**src/rtl/exc_arbiter.sv**
```systemverilog
// exc_arbiter -- exception / interrupt arbiter for the pipelined MIPS core.
//
// Collects synchronous exception requests from NSRC pipeline channels plus
// masked hardware interrupts, picks one winner (interrupt first, then the
// oldest channel), computes the word-aligned EPC with delay-slot correction,
// and registers ExcCode/EPC/BD for CP0. Tracks the handler-active flag (EXL)
// from acceptance until eret, with a one-cycle blackout after eret.
//
// Ports:
//   clk, reset          rising-edge clock, async active-high reset
//   exc_valid/code/pc/bd per-channel exception request (channel 0 = oldest)
//   int_pc, int_bd      PC / delay-slot flag used when an interrupt wins
//   hw_int, im, ie      raw interrupt lines, Status.IM, Status.IE
//   eret                eret retiring this cycle
//   flush               combinational pipeline flush
//   take                one-cycle pulse: event accepted
//   code_out/epc_out/bd_out  registered Cause.ExcCode / EPC / Cause.BD
//   ip_out              synchronised interrupt pending (Cause.IP)
//   exl                 handler active
//   eret_done           one-cycle pulse after eret accepted
//   exc_count           saturating count of accepted events

// Per-channel slice: grant when valid and no older channel is valid, and the
// EPC this channel would produce if it won.
module exc_arb_chan (
    input  logic        valid,
    input  logic        older_valid,
    input  logic [31:0] pc,
    input  logic        bd,
    output logic        grant,
    output logic [31:0] epc
);
    logic [31:0] base;

    // Delay-slot instructions restart at the branch; wraps modulo 2^32.
    assign base  = bd ? (pc - 32'd4) : pc;
    assign epc   = {base[31:2], 2'b00};
    assign grant = valid & ~older_valid;
endmodule

module exc_arbiter #(
    parameter int NSRC   = 4,
    parameter int CODE_W = 5,
    parameter int HWINT  = 6,
    parameter int CNT_W  = 8
) (
    input  logic                     clk,
    input  logic                     reset,
    input  logic [NSRC-1:0]          exc_valid,
    input  logic [NSRC*CODE_W-1:0]   exc_code,
    input  logic [NSRC*32-1:0]       exc_pc,
    input  logic [NSRC-1:0]          exc_bd,
    input  logic [31:0]              int_pc,
    input  logic                     int_bd,
    input  logic [HWINT-1:0]         hw_int,
    input  logic [HWINT-1:0]         im,
    input  logic                     ie,
    input  logic                     eret,
    output logic                     flush,
    output logic                     take,
    output logic [CODE_W-1:0]        code_out,
    output logic [31:0]              epc_out,
    output logic                     bd_out,
    output logic [HWINT-1:0]         ip_out,
    output logic                     exl,
    output logic                     eret_done,
    output logic [CNT_W-1:0]         exc_count
);
    typedef enum logic [1:0] {
        S_IDLE    = 2'd0,
        S_HANDLER = 2'd1,
        S_RETURN  = 2'd2
    } state_t;

    typedef struct packed {
        logic [CODE_W-1:0] code;
        logic [31:0]       epc;
        logic              bd;
    } exc_evt_t;

    state_t state, state_nxt;

    logic [NSRC-1:0]         older_valid;
    logic [NSRC-1:0]         grant;
    logic [NSRC-1:0][31:0]   chan_epc;
    logic [31:0]             int_epc;
    logic                    int_req;
    logic                    exc_req;
    logic                    int_grant_unused;
    exc_evt_t                exc_evt;
    exc_evt_t                win_evt;

    // older_valid[i] = any channel older than i is requesting.
    assign older_valid[0] = 1'b0;
    for (genvar i = 1; i < NSRC; i++) begin : g_older
        assign older_valid[i] = older_valid[i-1] | exc_valid[i-1];
    end

    for (genvar i = 0; i < NSRC; i++) begin : g_chan
        exc_arb_chan u_chan (
            .valid       (exc_valid[i]),
            .older_valid (older_valid[i]),
            .pc          (exc_pc[i*32 +: 32]),
            .bd          (exc_bd[i]),
            .grant       (grant[i]),
            .epc         (chan_epc[i])
        );
    end

    // Same EPC arithmetic reused for the interrupt source.
    exc_arb_chan u_int (
        .valid       (1'b1),
        .older_valid (1'b0),
        .pc          (int_pc),
        .bd          (int_bd),
        .grant       (int_grant_unused),
        .epc         (int_epc)
    );

    // grant is one-hot (or zero), so an OR-mux is sufficient.
    always_comb begin
        exc_evt = '0;
        for (int i = 0; i < NSRC; i++) begin
            if (grant[i]) begin
                exc_evt.code = exc_code[i*CODE_W +: CODE_W];
                exc_evt.epc  = chan_epc[i];
                exc_evt.bd   = exc_bd[i];
            end
        end
    end

    assign int_req = (|(ip_out & im)) & ie & ~exl;
    assign exc_req = (|exc_valid) & ~exl;

    always_comb begin
        win_evt = exc_evt;
        if (int_req) begin
            win_evt.code = '0;
            win_evt.epc  = int_epc;
            win_evt.bd   = int_bd;
        end
    end

    // Next-state and flush. RETURN forces flush low even though exl is 0.
    always_comb begin
        state_nxt = state;
        flush     = 1'b0;
        case (state)
            S_IDLE: begin
                flush = int_req | exc_req;
                if (flush) state_nxt = S_HANDLER;
            end
            S_HANDLER: begin
                if (eret) state_nxt = S_RETURN;
            end
            S_RETURN: begin
                state_nxt = S_IDLE;
            end
            default: begin
                state_nxt = S_IDLE;
            end
        endcase
    end

    always_ff @(posedge clk or posedge reset) begin
        if (reset) begin
            state <= S_IDLE;
        end else begin
            state <= state_nxt;
        end
    end

    always_ff @(posedge clk or posedge reset) begin
        if (reset) begin
            take      <= 1'b0;
            eret_done <= 1'b0;
            exl       <= 1'b0;
            bd_out    <= 1'b0;
            code_out  <= '0;
            epc_out   <= '0;
            ip_out    <= '0;
            exc_count <= '0;
        end else begin
            ip_out    <= hw_int;
            take      <= flush;
            eret_done <= (state == S_HANDLER) & eret;
            exl       <= (state_nxt == S_HANDLER);
            if (flush) begin
                code_out <= win_evt.code;
                epc_out  <= win_evt.epc;
                bd_out   <= win_evt.bd;
                if (exc_count != {CNT_W{1'b1}}) exc_count <= exc_count + 1'b1;
            end
        end
    end
endmodule

```
**config.mk**
```make
export PLATFORM = sky130hd
export DESIGN_NAME = exc_arbiter
export DESIGN_NICKNAME = d
export VERILOG_FILES = /design/src/rtl/exc_arbiter.sv
export SDC_FILE = /design/constraint.sdc
export NUM_CORES = 1
export LEC_CHECK = 0
export ABC_AREA = 1
export BUFFER_PORTS_ARGS = -buffer_cell sky130_fd_sc_hd__buf_4
export CORE_MARGIN = 4
export CORE_UTILIZATION = 47
export DETAILED_ROUTE_END_ITERATION = 12
export HOLD_SLACK_MARGIN = 0.12
export PLACE_DENSITY = 0.86
export SYNTH_ARGS = -nofsm -noshare
export SYNTH_HDL_FRONTEND = slang
export SYNTH_SLANG_ARGS = --single-unit
```
**constraint.sdc**
```tcl
create_clock -name clk -period 1.7 [get_ports clk]
set_input_delay 0.17 -clock clk [delete_from_list [all_inputs] [get_ports clk]]
set_output_delay 0.17 -clock clk [all_outputs]
set_load 0.02 [all_outputs]
```
; ---- Word level (Yosys, flattened, before mapping)
; Index checks and enable logic that the tools add are counted.
[totals]
register_bits = 57
latchBits = 0
ramBits = 0
romBits = 0
in_bits = 205
elab_cells = 51
memories = 0
[op_classes]
addsub = 6
mul = 0
div_mod_pow = 0
n_lt_le_gt_ge = 0
n_eq_ne = 3
shifts = 0
n_mux = 14
bitwise = 15
reduce_logical = 4
[ops]
columns = op, count
row1 = $mux W38, 5
row2 = $mux W32, 5
row3 = $sub A32 B3 Y32 const B, 5
row4 = $add A8 B1 Y8 const B, 1
row5 = $ne A8 B8 Y1 const B, 1
row6 = $and A1 B1 Y1, 7
row7 = $and A6 B6 Y6, 1
row8 = $reduce_or A6 Y1, 1
row9 = $eq A2 B1 Y1 const B, 2
row10 = $mux W2, 2
row11 = $not A1 Y1, 4
row12 = $pmux W2 S2, 1
row13 = $reduce_or A4 Y1, 1
row14 = $or A1 B1 Y1, 3
row15 = $logic_not A2 Y1, 1
row16 = $reduce_and A2 Y1, 1
row17 = $mux W1, 1

; ---- Longest topological paths before layout
[logic_depth]
depth_word = 8
mapped_depth = 15
depth_no_buf = 15

; ---- Modules after synthesis
; From an unflattened synthesis, not the netlist that was laid out.
[hier_totals]
hier_cells = 1473
area_unflattened_um2 = 8912.3
[by_module_without_submodules]
columns = module, instances, cells_each, area_per_inst_um2
row1 = exc_arbiter, 1, 679, 4291.6
row2 = exc_arb_chan at g_chan[0].u_chan ..., 4, 158, 905.9
row3 = exc_arb_chan at u_int, 1, 162, 997.2

; ---- Least setup slack after synthesis
; OpenSTA, ideal clock, no wires.
[synth_path]
path_type = flip-flop to flip-flop
startpoint = reg exc_count[1]
endpoint = reg exc_count[2]
setup_ns = 0.120
arrival_time_ns = 1.656
path_slack_ns = -0.076
path_stages_with_launch = 10
synth_period_minus_slack_ns = 1.776
cell_sequence = dfrtp_1 > ha_1 > inv_1 > nor4_2 > inv_2 > o31ai_4 > inv_2 > buf_2 > nand3b_1 > nand2_1
[synth_between]
elab_chain_cells = 2
elab_cells_between_ends = 3
[synth_rtl]
columns = item, line_no
row1 = start: declaration, 67  ; output logic [CNT_W-1:0] exc_count
row2 = start signal: assignment, 192  ; if (exc_count != {CNT_W{1'b1}}) exc_count <= exc_count + 1'b1;
row3 = branches (longest 2 deep; another with $add A8 B1 Y8), n/a
; Parallel ways; which one is timed is not known.
; A chain may end at the register's enable or synchronous reset.

; ---- Worst setup path in the final report
[layout_path]
startpoint = reg exc_count[1]
endpoint = reg exc_count[1]
; Same word-level chain as after synthesis.

==> impl_metrics.json <==
{
  "finClkSkew_ns": 0.00808,
  "clockRootBuffer": "clkbuf_16",
  "antenna_found_initial": 0,
  "grt_max_degree": 42,
  "finalNonFillerCells": 1959,
  "first_iter_violations": 1269,
  "dieArea_mm2": 0.0183,
  "via_count": 10800,
  "fin_crit_ns": 1.85,
  "fin_crit_sh_pct": 109,
  "setup_ws_ns": -0.152,
  "max_freq_mhz": 540,
  "grt_pass1_wl_mm": 50.4,
  "synth_common_cells": "nand2_1 (345), nor2_1 (238), inv_1 (162)",
  "die_width_um": 135,
  "drc_errors": 0,
  "nets": 1952,
  "grt_pass1_vias": 9734,
  "cts_sinks": 55,
  "synth_largest_area_cell": "dfrtp_1",
  "final_max_slew_viol_count": 0,
  "yosysSeqAreaShare_pct": 18.0,
  "netSwitchingFraction_pct": 46.3,
  "power_switching_uw": 4400,
  "fillers": 1385,
  "rsz0062_at_grt": "true",
  "violations": "negative setup slack",
  "hold_class": "in2reg",
  "cap_viol_max_count": 0,
  "comb_power_share_pct": 62.5,
  "p_leak_uw": 0.00574,
  "synth_area_leaders": "dfrtp_1 (18%), nand2_1 (17%), nor2_1 (12%)",
  "async_flop_share_pct": 100,
  "ir_drop_v": 0.000722,
  "totalWireLength_mm": 33.7,
  "grt.total_usage_pct": 34.4,
  "path_clk_slew_ns": 0.08,
  "overflow": 0,
  "synth_edf_count": 0,
  "post_dp_cell_area_mm2": 0.0107,
  "end_kind": "flop",
  "clkPwrFrac_pct": 13.0,
  "synth_top_area_share_pct": 18.0,
  "yosys_warnings": 0,
  "rows": 46,
  "synth_most_common_cell": "nand2_1",
  "clockBufferDepth": 2,
  "viasPerCell": 5.53,
  "syn_area_mm2": 0.00763,
  "hold_violations": 0,
  "synth_cell_types": 51,
  "portBuffers": 248,
  "startpoint_type": "flop",
  "criticalPathCategory": "reg2reg",
  "die_h_um": 135,
  "clk_latency_ns": 0.30,
  "avgSynthCellArea_um2": 5.60,
  "gp_congestion": 0.997,
  "intPower_uw": 5100,
  "synth_seq_cells": 55,
  "dp.cells": 1929,
  "sequentialPowerShare_pct": 24.5,
  "final_area_mm2": 0.0113,
  "tns_ns": -1.35,
  "status": "finished, violations left",
  "ys.flop_type": "dfrtp_1",
  "ant_nets": 0,
  "cts_tree": "yes",
  "cts_buffers": 5,
  "ioPinCount": 261,
  "synthToLayoutAreaGrowth_pct": 48.1,
  "setup_violations": 21,
  "power_density_mw_per_mm2": 841,
  "fin_worst_hold_slack_ns": 0.229,
  "syn_inst": 1362,
  "drt_first_pass_iters": 6,
  "core_area_mm2": 0.0159,
  "place.detailed.hpwl_mm": 27.6,
  "critPathMaxFanout": 5,
  "layout-drive-gt1-share_pct": 30.8,
  "start_util_pct": 48.0,
  "cp.required_ns": 1.90,
  "critPathArrivalTime_ns": 2.05,
  "wire_per_inst_um": 17.2,
  "htree_levels": 2
}
==> power groups by stage <==
stage          Sequential [uW]  Combinational [uW]  Clock, uW
4_1_cts                   2290                5390       1220
5_1_grt                   2360                6320       1280
3_3_place_gp              2310                5120          0
6_report                  2330                5940       1230
3_5_place_dp              2310                5240          0
2_1_floorplan             2820                2060          0
==> flip-flops by register name, summed over array words and instances, names as in the netlist <==
name,count
exc_count,8
bd_out,1
epc_out,30
eret_done,1
state,2
ip_out,6
exl,1
take,1
code_out,5
==> what timing repair did <==
action,4_1_cts,5_1_grt
pin swaps,5,16
buffers inserted,2,11
hold endpoints to repair,22,0
gates resized for setup,12,60
hold buffers,8,0
setup endpoints to repair,42,47
cloned,0,1
==> cells by family (layout without fill, tap and decap cells) <==
kind of cell	Yosys count	in the layout	share of synthesized area (%)
xor gates and xnor gates	35	35	4.02
AOI/OAI and AO/OA	202	202	15.0
DFF	55	55	18.0
other	1	3	0.0491
and+or+nand+nor	845	845	50.9
buffers and inverters	218	597	11.1
adders and majority gates	6	6	0.984
==> final cells by class <==
type	instances	area [um^2]	area share (%)
repair buffers	400	3160	27.9
repair inverters	1	7.51	0.0664
diodes	1	2.50	0.0221
clock inverters	2	35.0	0.310
flip-flops and latches	55	1380	12.2
well taps	216	270	2.39
clock buffers	6	139	1.23
inverters	188	721	6.38
multi-input cells	1090	5590	49.5
==> worst max-delay path, stage by stage, from the launching register on <==
cell and delay, ns:
dfrtp_2 0.39, ha_4 0.16, inv_4 0.04, nor4_4 0.32, inv_2 0.09, o31ai_4 0.35, clkinvlp_4 0.26, nand2_1 0.10
nand2_1 0.05
==> path summary, 6_finish.rpt <==
kind / start / endpoint / slack, ns / cells past startpoint
setup / recovery: exc_count[1]$_DFFE_PP0P_ / exc_count[1]$_DFFE_PP0P_ / -0.15 / 8
hold / removal: int_pc[16] / epc_out[16]$_DFFE_PP0P_ / 0.23 / 4
setup reg to reg: exc_count[1]$_DFFE_PP0P_ / exc_count[1]$_DFFE_PP0P_ / -0.15 / 8
hold reg to reg: epc_out[19]$_DFFE_PP0P_ / epc_out[19]$_DFFE_PP0P_ / 0.49 / 2
max in group asynchronous: reset / ip_out[1]$_DFF_PP0_ / 0.67 / 4
min in group asynchronous: reset / exc_count[5]$_DFFE_PP0P_ / 0.45 / 3
==> cells in the final DEF, fill, tap and decap left out, types with 39 or more instances in the layout <==
cell	Yosys	routed
a21oi_1	71	60
buf_4	3	377
dfrtp_1	55	53
inv_1	162	158
nand2_1	345	337
nand3_1	127	125
nand4_1	39	39
nor2_1	238	235
o21ai_0	71	60
==> per-layer routing <==
layer	wire (um)	share of wire, %	up-vias	GRT usage [%]
met4	853	2.5	0	8.45
met1	13400	40	4962	46.2
li1	-	-	5176	-
met2	15800	47	630	57.6
met5	0	0	-	0
met3	3570	11	72	6.17
==> metrics by stage <==
| step | setup slack (ns) | power (uW) | utilization [%] |
|---|---|---|---|
| CTS | -0.0877 | 8900 | 69.4 |
| global route | -0.194 | 9970 | 71.1 |
| finish | -0.152 | 9500 | 71.2 |
| floorplan | -0.00362 | 4880 | - |
| detailed placement | -0.204 | 7550 | 67.5 |
| global placement | -0.182 | 7430 | 67.5 |
(Power assumes the default switching activity.)
